--- src/rtl/sonic_pkg.sv ---
// Shared types and constants for the ultrasonic ranging array.
// The optional averaging feature is enabled with the SONIC_AVG_EN macro in sonic_array.
package sonic_pkg;

  typedef enum logic [2:0] {
    StIdle,
    StTrig,
    StWaitRise,
    StMeasure,
    StStore
  } sonic_state_e;

  // Channel result word fields
  localparam int unsigned NewBit     = 31;
  localparam int unsigned TimeoutBit = 30;

  // Status word fields
  localparam int unsigned BusyBit    = 15;
  localparam int unsigned ChSelLsb   = 12;
  localparam int unsigned ChSelW     = 3;
  localparam int unsigned SampleCntW = 12;

  // All-ones value of a w-bit counter, reported when an echo times out
  function automatic logic [31:0] sat_value(input int unsigned w);
    return (32'd1 << w) - 32'd1;
  endfunction

endpackage

--- src/rtl/sonic_sync_edge.sv ---
// Two-flop synchroniser for one asynchronous echo line, with rise/fall pulses
// derived from the synchronised level against its one-cycle delay.
module sonic_sync_edge (
  input  logic clk_i,
  input  logic rst_ni,
  input  logic async_i,
  output logic rise_o,
  output logic fall_o
);

  logic [1:0] sync_q, sync_d;
  logic       last_q, last_d;

  always_comb begin
    sync_d = {sync_q[0], async_i};
    last_d = sync_q[1];
  end

  always_ff @(posedge clk_i or negedge rst_ni) begin
    if (!rst_ni) begin
      sync_q <= '0;
      last_q <= 1'b0;
    end else begin
      sync_q <= sync_d;
      last_q <= last_d;
    end
  end

  assign rise_o = sync_q[1] & ~last_q;
  assign fall_o = ~sync_q[1] & last_q;

endmodule

--- src/rtl/sonic_array.sv ---
// Round-robin ultrasonic ranging controller with an Avalon-MM read port.
// Define SONIC_AVG_EN to report the mean of the last four valid samples per channel.
module sonic_array
  import sonic_pkg::*;
#(
  parameter int unsigned  NUM_CH      = 4,
  parameter int unsigned  CNT_W       = 22,
  parameter int unsigned  TRIG_CYC    = 2000,
  parameter int unsigned  PERIOD_CYC  = 4194304,
  parameter int unsigned  TIMEOUT_CYC = 2097151,
  localparam int unsigned ADDR_W      = $clog2(NUM_CH + 1)
) (
  input  logic              av_mm_clk,
  input  logic              av_mm_rst,
  input  logic              av_mm_cs,
  input  logic              av_mm_read,
  input  logic [ADDR_W-1:0] av_mm_address,
  output logic [31:0]       av_mm_readdata,
  input  logic [NUM_CH-1:0] sonic_echo,
  output logic [NUM_CH-1:0] sonic_trigger
);

  localparam int unsigned      CH_W   = (NUM_CH > 1) ? $clog2(NUM_CH) : 1;
  localparam int unsigned      PER_W  = $clog2(PERIOD_CYC);
  localparam int unsigned      TRIG_W = $clog2(TRIG_CYC + 1);
  localparam logic [CNT_W-1:0] SatVal = CNT_W'(sat_value(CNT_W));

  logic [NUM_CH-1:0] echo_rise, echo_fall;

  for (genvar g = 0; g < NUM_CH; g++) begin : g_sync
    sonic_sync_edge u_sync (
      .clk_i  (av_mm_clk),
      .rst_ni (av_mm_rst),
      .async_i(sonic_echo[g]),
      .rise_o (echo_rise[g]),
      .fall_o (echo_fall[g])
    );
  end

  // Period timer
  logic [PER_W-1:0] period_q, period_d;
  logic             start_tick;

  always_comb begin
    start_tick = (period_q == PER_W'(PERIOD_CYC - 1));
    period_d   = start_tick ? '0 : period_q + 1'b1;
  end

  // Measurement FSM
  sonic_state_e      state_q, state_d;
  logic [TRIG_W-1:0] trig_cnt_q, trig_cnt_d;
  logic [CNT_W-1:0]  to_cnt_q, to_cnt_d;
  logic [CNT_W-1:0]  meas_q, meas_d;
  logic              meas_to_q, meas_to_d;
  logic [CH_W-1:0]   ch_sel_q, ch_sel_d;
  logic [NUM_CH-1:0] trigger_q, trigger_d;
  logic              rise_sel, fall_sel;

  assign rise_sel = echo_rise[ch_sel_q];
  assign fall_sel = echo_fall[ch_sel_q];

  always_comb begin
    state_d    = state_q;
    trig_cnt_d = trig_cnt_q;
    to_cnt_d   = to_cnt_q;
    meas_d     = meas_q;
    meas_to_d  = meas_to_q;
    ch_sel_d   = ch_sel_q;
    trigger_d  = trigger_q;
    unique case (state_q)
      StIdle: begin
        if (start_tick) begin
          state_d             = StTrig;
          trig_cnt_d          = '0;
          trigger_d           = '0;
          trigger_d[ch_sel_q] = 1'b1;
        end
      end
      StTrig: begin
        if (trig_cnt_q == TRIG_W'(TRIG_CYC - 1)) begin
          state_d   = StWaitRise;
          trigger_d = '0;
          to_cnt_d  = '0;
        end else begin
          trig_cnt_d = trig_cnt_q + 1'b1;
        end
      end
      StWaitRise, StMeasure: begin
        if (state_q == StMeasure && fall_sel) begin
          state_d   = StStore;
          meas_to_d = 1'b0;
        end else if (to_cnt_q == CNT_W'(TIMEOUT_CYC - 1)) begin
          state_d   = StStore;
          meas_d    = SatVal;
          meas_to_d = 1'b1;
        end else begin
          to_cnt_d = to_cnt_q + 1'b1;
          if (state_q == StMeasure) begin
            meas_d = meas_q + 1'b1;
          end else if (rise_sel) begin
            // The rise cycle itself is the first high clock of the echo
            state_d = StMeasure;
            meas_d  = CNT_W'(1);
          end
        end
      end
      StStore: begin
        state_d  = StIdle;
        ch_sel_d = (ch_sel_q == CH_W'(NUM_CH - 1)) ? '0 : ch_sel_q + 1'b1;
      end
      default: state_d = StIdle;
    endcase
  end

  always_ff @(posedge av_mm_clk or negedge av_mm_rst) begin
    if (!av_mm_rst) begin
      period_q   <= '0;
      state_q    <= StIdle;
      trig_cnt_q <= '0;
      to_cnt_q   <= '0;
      meas_q     <= '0;
      meas_to_q  <= 1'b0;
      ch_sel_q   <= '0;
      trigger_q  <= '0;
    end else begin
      period_q   <= period_d;
      state_q    <= state_d;
      trig_cnt_q <= trig_cnt_d;
      to_cnt_q   <= to_cnt_d;
      meas_q     <= meas_d;
      meas_to_q  <= meas_to_d;
      ch_sel_q   <= ch_sel_d;
      trigger_q  <= trigger_d;
    end
  end

  assign sonic_trigger = trigger_q;

  // Results and register file
  logic [CNT_W-1:0]      val_q [NUM_CH];
  logic [CNT_W-1:0]      val_d [NUM_CH];
  logic [NUM_CH-1:0]     new_q, new_d;
  logic [NUM_CH-1:0]     flag_q, flag_d;
  logic [SampleCntW-1:0] sample_q, sample_d;
  logic [31:0]           rdata_q, rdata_d;
  logic                  store_en;

  assign store_en = (state_q == StStore);

`ifdef SONIC_AVG_EN
  logic [CNT_W-1:0] hist_q [NUM_CH][4];
  logic [CNT_W-1:0] hist_d [NUM_CH][4];
  logic [CNT_W+1:0] hist_sum;

  assign hist_sum = {2'b00, meas_q} + {2'b00, hist_q[ch_sel_q][0]}
                  + {2'b00, hist_q[ch_sel_q][1]} + {2'b00, hist_q[ch_sel_q][2]};

  always_ff @(posedge av_mm_clk or negedge av_mm_rst) begin
    if (!av_mm_rst) begin
      for (int unsigned c = 0; c < NUM_CH; c++) begin
        for (int unsigned e = 0; e < 4; e++) hist_q[c][e] <= '0;
      end
    end else begin
      hist_q <= hist_d;
    end
  end
`endif

  always_comb begin
    val_d    = val_q;
    new_d    = new_q;
    flag_d   = flag_q;
    sample_d = sample_q;
    rdata_d  = rdata_q;
`ifdef SONIC_AVG_EN
    hist_d   = hist_q;
`endif
    if (av_mm_cs && av_mm_read) begin
      rdata_d = '0;
      for (int unsigned k = 0; k < NUM_CH; k++) begin
        if (av_mm_address == ADDR_W'(k)) begin
          rdata_d[NewBit]      = new_q[k];
          rdata_d[TimeoutBit]  = flag_q[k];
          rdata_d[CNT_W-1:0]   = val_q[k];
          new_d[k]             = 1'b0;
        end
      end
      if (av_mm_address == ADDR_W'(NUM_CH)) begin
        rdata_d[BusyBit]             = (state_q != StIdle);
        rdata_d[ChSelLsb +: CH_W]    = ch_sel_q;
        rdata_d[SampleCntW-1:0]      = sample_q;
      end
    end
    // A store landing on the same cycle as a read must keep new set
    if (store_en) begin
      new_d[ch_sel_q]  = 1'b1;
      flag_d[ch_sel_q] = meas_to_q;
      sample_d         = sample_q + 1'b1;
`ifdef SONIC_AVG_EN
      if (!meas_to_q) begin
        hist_d[ch_sel_q][3] = hist_q[ch_sel_q][2];
        hist_d[ch_sel_q][2] = hist_q[ch_sel_q][1];
        hist_d[ch_sel_q][1] = hist_q[ch_sel_q][0];
        hist_d[ch_sel_q][0] = meas_q;
        val_d[ch_sel_q]     = hist_sum[CNT_W+1:2];
      end
`else
      val_d[ch_sel_q] = meas_q;
`endif
    end
  end

  always_ff @(posedge av_mm_clk or negedge av_mm_rst) begin
    if (!av_mm_rst) begin
      for (int unsigned c = 0; c < NUM_CH; c++) val_q[c] <= '0;
      new_q    <= '0;
      flag_q   <= '0;
      sample_q <= '0;
      rdata_q  <= '0;
    end else begin
      val_q    <= val_d;
      new_q    <= new_d;
      flag_q   <= flag_d;
      sample_q <= sample_d;
      rdata_q  <= rdata_d;
    end
  end

  assign av_mm_readdata = rdata_q;

endmodule
--- config.mk ---
export PLATFORM = sky130hd
export DESIGN_NAME = sonic_array
export DESIGN_NICKNAME = d
export VERILOG_FILES = /design/src/rtl/sonic_pkg.sv /design/src/rtl/sonic_sync_edge.sv /design/src/rtl/sonic_array.sv
export SDC_FILE = /design/constraint.sdc
export NUM_CORES = 1
export LEC_CHECK = 0
export ABC_AREA = 1
export CAP_MARGIN = 30
export CORE_MARGIN = 2
export CORE_UTILIZATION = 34
export CTS_BUF_LIST = sky130_fd_sc_hd__clkbuf_16
export CTS_CLUSTER_DIAMETER = 100
export DETAILED_ROUTE_END_ITERATION = 16
export PLACE_DENSITY_LB_ADDON = 0.25
export SETUP_SLACK_MARGIN = 0.02
export SLEW_MARGIN = 0
export SYNTH_ARGS = -nofsm -noshare
export SYNTH_HDL_FRONTEND = slang
export SYNTH_SLANG_ARGS = --single-unit
--- constraint.sdc ---
create_clock -name av_mm_clk -period 3.2 [get_ports av_mm_clk]
set_clock_uncertainty 0.15 [all_clocks]
set_input_delay 0.32 -clock av_mm_clk [delete_from_list [all_inputs] [get_ports av_mm_clk]]
set_output_delay 0.32 -clock av_mm_clk [all_outputs]
set_load 0.03 [all_outputs]
==> results_dict.tcl, run 1 <==
set metrics [dict create \
    status "finished, final reports clean" \
    ir_drop_v 0.0003418 \
    synth_flop_cell "dfrtp_1" \
    rsz0062_at_grt "no" \
    slew_headroom 0.5741 \
    final_layout_size_suffix_gt1_frac 0.06416 \
    post_synth_num_cell_types 41 \
    seqCellArea_sq_mm 0.005781 \
    synth_seq_cells 231 \
    finalCritPeriodShare 0.7376 \
    arrival_ns 2.66 \
    critPathCaptureType "flop" \
    clk_transition_reported_paths_ns 0.06 \
    drv_cap 0 \
    std_cell_rows 66 \
    required_ns 3.50 \
    power-per-cell-area_mw_per_mm2 468.1 \
    cpLargestDelayFamily "simple AND/OR/NAND/NOR gates" \
    fin_cells 1907 \
    yosysWarnings 0 \
    syn2layout_area_growth_pct 14.59 \
    cp_max_fo 36 \
    path_cells "inv_1 -> ha_1 -> inv_1 -> nor2_1 -> nand2_1 -> nor2_2 -> nand2_2 -> nand3_2 -> nand2_4 -> inv_6 -> nand2_1 -> o21ai_1" \
    cts_inserted_buffers 26 \
    stdcell_area_sq_mm 0.01296 \
    fmax_mhz 423.7 \
    via_per_inst 4.777 \
    tightest_slew_ns 0.6340 \
    setup_ws_ns 0.8397 \
    p_seq_frac 0.490 \
    pwr-share-clk 0.471 \
    ant_nets 0 \
    hpwlAfterDp_microns 18630 \
    grt_max_degree 81 \
    cts_max_path_buffers 3 \
    path_buf_inv 3 \
    die_h_microns 186.4 \
    ys_seq_area_frac 0.5112 \
    port_buffers 38 \
    drt-initial-drc-count 679 \
    vias 9109 \
    internal_power_mw 4.690 \
    place_congestion 0.8614 \
    wl_microns 27960 \
    gr-usage-all-layers 0.1618 \
    initial_utilization 0.3467 \
    pre_cts_ws_ns 0.8395 \
    fin_crit_ns 2.360 \
    num_antenna_cells 0 \
    synth_top_area_frac 0.5112 \
    cts_tree "done" \
    drc 0 \
    grt_pass1_wl_microns 46370 \
    core_sq_mm 0.03262 \
    htree_num_levels 1 \
    start_kind "flop" \
    clkLatencyLatePin_ns 0.54 \
    combPwrFrac 0.039 \
    dp_cells 1859 \
    fin_tns_setup_ns 0 \
    setup_viol 0 \
    dpl-instance-area_sq_mm 0.01214 \
    p_sw_mw 1.376 \
    yosys.area.top_type "dfrtp_1" \
    leakage_nw 5.859 \
    root_buffer "clkbuf_16" \
    hold_violations 0 \
    die_area_sq_mm 0.03473 \
    antenna_found_initial 0 \
    p_sw_frac 0.2269 \
    cpPeakStageDelay_ns 0.40 \
    async_flop_share 1.000 \
    io_pins 47 \
    overflow 0 \
    fill_cells 3329 \
    path_class "flop to flop" \
    min_path_type "input port to flop" \
    fp.dieW_microns 186.4 \
    multi_input_area_sq_mm 0.004772 \
    nets 1467 \
    avgSynthCellArea_sq_um 8.031 \
    syn_inst 1408 \
    wl_per_cell_microns 14.66 \
    cts_sinks 231 \
    synth_area_sq_mm 0.01131 \
    drtPass1Iterations 5 \
    cts_setup_buffers 0 \
    synth_edf_count 0 \
    grt_pass1_vias 8827 \
    crit_path_top_delay_cell "dfrtp_1" \
    maxSlewViolCount 0 \
    netlist_top_cells_area "dfrtp_1 51%, nand2_1 15%, o21ai_0 6.3%" \
]
[synthesized netlist by cell type (all sizes together), types with 11 or more instances]
| cell | instances |
|---|---|
| nand4 | 17 |
| clkbuf | 25 |
| a21oi | 33 |
| inv | 124 |
| nor2 | 142 |
| o211ai | 11 |
| o21ai | 162 |
| xor2 | 34 |
| buf | 30 |
| dfrtp | 231 |
| nand3 | 92 |
| xnor2 | 15 |
| nand2 | 450 |
[sequential cells by signal, summed over array words and instances, names as in the netlist]
signal and flops:
g_sync.u_sync.last_q 4, sample_q 12, val_q 88, flag_q 4, ch_sel_q 2, trig_cnt_q 11
g_sync.u_sync.sync_q 8, new_q 4, state_q 3, to_cnt_q 22, sonic_trigger 4, period_q 22
meas_q 22, av_mm_readdata 24, meas_to_q 1
[timing repair]
action,4_1_cts,5_1_grt
hold buffers,1,0
setup endpoints to repair,0,0
endpoints found under the hold margin,77,0
gates resized for setup,0,0
[through the flow]
stage          hold WS [ns]    util  power (mW)
3_5_place_dp         0.1872  0.3720       3.265
2_1_floorplan       -0.1256       -       3.125
6_report            0.07138  0.3973       6.067
4_1_cts             0.04975  0.3973       6.164
3_3_place_gp         0.1892  0.3720       3.263
5_1_grt             0.05602  0.3973       6.326
[power groups by stage]
| stage | Sequential (mW) | Combinational [mW] | Clock [mW] |
|---|---|---|---|
| after floorplan | 3.05 | 0.0787 | 0 |
| after global placement | 3.02 | 0.241 | 0 |
| after CTS | 2.97 | 0.243 | 2.95 |
| final | 2.97 | 0.236 | 2.86 |
| after detailed placement | 3.02 | 0.242 | 0 |
| after global routing | 2.97 | 0.263 | 3.09 |
[final timing paths]
check | from | end | slack, ns | depth (start not counted)
max in group asynchronous | av_mm_rst | val_q[20] | 1.86 | 3
min reg2reg | g_sync[1].u_sync.sync_q[0] | g_sync[1].u_sync.sync_q[1] | 0.20 | 0
max | to_cnt_q[0] | meas_q[3] | 0.84 | 12
min | sonic_echo[0] | g_sync[0].u_sync.sync_q[0] | 0.07 | 1
min in group asynchronous | av_mm_rst | to_cnt_q[9] | 0.23 | 2
max reg2reg | to_cnt_q[0] | meas_q[3] | 0.84 | 12
[metal layers]
| metal | share of wire | track usage | up-vias | wire (microns) |
|---|---|---|---|---|
| met5 | 0 | 0 | - | 0 |
| met4 | 0.020 | 0.04400 | 0 | 556 |
| met3 | 0.041 | 0.02313 | 33 | 1143 |
| met2 | 0.46 | 0.2661 | 162 | 12870 |
| met1 | 0.48 | 0.2236 | 4336 | 13390 |
| li1 | - | - | 4578 | - |
[cells by family after synthesis]
| kind of cell | after synthesis | synth area share |
|---|---|---|
| AO/OA/AOI/OAI | 219 | 0.1071 |
| buffers and inverters | 180 | 0.06915 |
| AND/OR/NAND/NOR | 718 | 0.2632 |
| flip-flops | 231 | 0.5112 |
| other | 1 | 0.0003316 |
| XOR/XNOR | 49 | 0.03795 |
| adder cells (fa/ha/maj) | 10 | 0.01106 |
[placed cells by master (no fill, tap or decap), types with 9 or more instances in the layout]
master           netlist  layout
a21oi_1               32      32
o21ai_1               10      10
o21ai_2                9       9
dfrtp_1              231     231
inv_1                117     124
ha_1                  10      10
a41oi_1                9       9
o21ai_0              143     143
nor2_1               134     134
xnor2_1               15      15
nand3_1               88      88
nand4_1               17      17
clkdlybuf4s50_1        0      37
nand2_1              444     444
o211ai_1              11      11
clkbuf_16              0      27
buf_4                  9      17
xor2_1                34      34
[worst register-to-register path: cells and delay by family (launching register included)]
kind                       cells  cell delay, ns
and+or+nand+nor                7            1.01
buffers and inverters          3            0.46
AOI/OAI and AO/OA              1            0.09
DFF                            1            0.40
adders and majority gates      1            0.17
[cell type report]
type                            count  area share
Inverter                          125     0.03679
Multi-Input combinational cell   1004      0.3683
Timing Repair Buffer               58     0.04345
Clock buffer                       27     0.05214
Clock inverter                     20     0.01062
Tap cell                          442     0.04268
Sequential cell                   231      0.4461
(Power assumes the default switching activity.)
==> run 2: changes to the inputs <==
==> constraint.sdc (replaced) <==
create_clock -name av_mm_clk -period 1.9 [get_ports av_mm_clk]
set_clock_uncertainty 0.15 [all_clocks]
set_input_delay 0.19 -clock av_mm_clk [delete_from_list [all_inputs] [get_ports av_mm_clk]]
set_output_delay 0.19 -clock av_mm_clk [all_outputs]
set_load 0.03 [all_outputs]
==> run 2 against run 1 <==
  * Register-to-register slack lost 0.80 ns
  * Cell count rose by 4.8%
  * Via count up 5.0%
  * Sequential cell count is the same
  * Worst hold slack better by 0.051 ns
  * Highest routed layer unchanged
==> results_dict.tcl, run 2 (synthesis results as in run 1) <==
set metrics [dict create \
    num_antenna_cells 0 \
    place_congestion 0.8656 \
    grt_max_degree 58 \
    rsz0062_at_grt "yes" \
    setup_viol 0 \
    r2r_start "to_cnt_q[1]" \
    gr-usage-all-layers 0.1698 \
    grt_pass1_wl_microns 48770 \
    die_area_sq_mm 0.03473 \
    path_cells "ha_4 -> inv_2 -> nor2_1 -> nand2_1 -> nor2_2 -> nand2_2 -> nand2_4 -> a21oi_4 -> buf_6 -> buf_6 -> nand2_1 -> o21ai_1" \
    core_sq_mm 0.03262 \
    final_cell_mix "430 x nand2_1, 229 x dfrtp_1, 140 x o21ai_0, 125 x nor2_1, 119 x inv_1" \
    rrSetupSlack_ns 0.04 \
    drt-initial-drc-count 627 \
    start_kind "flop" \
    final_layout_size_suffix_gt1_frac 0.1420 \
    die_h_microns 186.4 \
    required_ns 2.20 \
    ant_nets 0 \
    wl_microns 29450 \
    fin_crit_ns 1.857 \
    critPathCaptureType "flop" \
    nets 1557 \
    p_sw_frac 0.2236 \
    path_class "flop to flop" \
    cts_sinks 231 \
    regMostFlops "val_q" \
    pwr-share-clk 0.495 \
    fin_util 0.4311 \
    hold_violations 0 \
    fp.dieW_microns 186.4 \
    internal_power_mw 8.362 \
    cts_max_path_buffers 3 \
    vias 9568 \
    cpPeakStageDelay_ns 0.44 \
    tightest_slew_ns 0.6024 \
    maxSlewViolCount 0 \
    combPwrFrac 0.041 \
    leakage_nw 6.551 \
    wl_per_cell_microns 14.74 \
    finalCritPeriodShare 0.9775 \
    p_seq_frac 0.465 \
    drc 0 \
    ir_drop_v 0.0006144 \
    initial_utilization 0.3467 \
    port_buffers 38 \
    io_pins 47 \
    final_common_cell "nand2_1" \
    status "finished, final reports clean" \
    cts_tree "done" \
    hpwlAfterDp_microns 19700 \
    std_cell_rows 66 \
    dpl-instance-area_sq_mm 0.01280 \
    slew_headroom 0.5971 \
    antenna_found_initial 0 \
    cts_inserted_buffers 27 \
    via_per_inst 4.789 \
    fmax_mhz 538.5 \
    reg2reg_depth 12 \
    syn2layout_area_growth_pct 24.35 \
    htree_num_levels 1 \
    power-per-cell-area_mw_per_mm2 765.9 \
    drtPass1Iterations 5 \
    arrival_ns 2.16 \
    root_buffer "clkbuf_16" \
    overflow 0 \
    clk_transition_reported_paths_ns 0.06 \
    clkLatencyLatePin_ns 0.54 \
    drv_cap 0 \
    min_path_type "input port to async pin" \
    cp_max_fo 6 \
    p_sw_mw 2.409 \
    stdcell_area_sq_mm 0.01406 \
    largest_reg_flops 88 \
    crit_path_top_delay_cell "dfrtp_2" \
    grt_pass1_vias 9497 \
    r2r-end "to_cnt_q[16]" \
]
==> run 2: how the worst max path moves through the flow <==
stage | start | endpoint | slack, ns | cells past startpoint
floorplan | to_cnt_q[0] | to_cnt_q[6] | 0.03 | 13
global placement | av_mm_address[0] | av_mm_readdata[7] | -0.13 | 7
detailed placement | av_mm_address[0] | av_mm_readdata[7] | -0.12 | 7
CTS | to_cnt_q[0] | to_cnt_q[16] | 0.02 | 10
global route | period_q[1] | trig_cnt_q[9] | -0.06 | 10
finish | to_cnt_q[1] | to_cnt_q[16] | 0.04 | 12
==> run 2: area by class of cell <==
type | count | area (sq um)
repair inverters | 1 | 8.758
clock buffers | 27 | 675.6
fillers | 3233 | 18560
repair buffers | 146 | 1408
multi-input cells | 1004 | 4911
well taps | 442 | 553.0
inverters | 125 | 489.2
clock inverters | 22 | 234.0
flip-flops and latches | 231 | 5783
==> run 2: through the flow <==
stage	power [mW]	hold slack, ns	setup WS, ns	std cells	TNS, ns
finish	10.77	0.1222	0.04283	1998	0
global route	11.21	0.1236	-0.06320	1998	-0.9304
CTS	10.93	0.1156	0.02330	1984	0
detailed placement	5.543	-0.01823	-0.1194	1928	-0.6656
global placement	5.541	-0.01785	-0.1321	1928	-0.8807
floorplan	5.263	-0.2556	0.03006	1415	0
==> run 2: critical path, delay by kind of cell (launching register included) <==
kind | cells | cell delay, ns
compound gates | 2 | 0.29
buf+inv | 3 | 0.33
fa+ha+maj | 1 | 0.17
simple gates | 6 | 0.40
flops | 1 | 0.44
==> run 2: per-layer routing <==
metal / wire [microns] / global-route usage
met1: 14080 / 0.2315
met2: 13790 / 0.2850
met3: 957 / 0.02069
met4: 628 / 0.04738
met5: 0 / 0
==> run 2: power by group through the flow <==
stage | Sequential (mW) | Clock (mW) | Combinational (mW)
final | 5.00 | 5.33 | 0.440
after global routing | 5.00 | 5.72 | 0.486
after CTS | 5.00 | 5.47 | 0.453
after detailed placement | 5.09 | 0 | 0.450
after global placement | 5.09 | 0 | 0.449
after floorplan | 5.13 | 0 | 0.133
==> run 2: timing repair <==
action                                 in CTS  in global routing
pin swaps                                   1                 22
hold buffers                                7                  0
setup endpoints to repair                  40                137
buffers inserted                            0                 11
gates cloned                                0                  3
endpoints found under the hold margin     235                  0
gates resized for setup                    31                 57
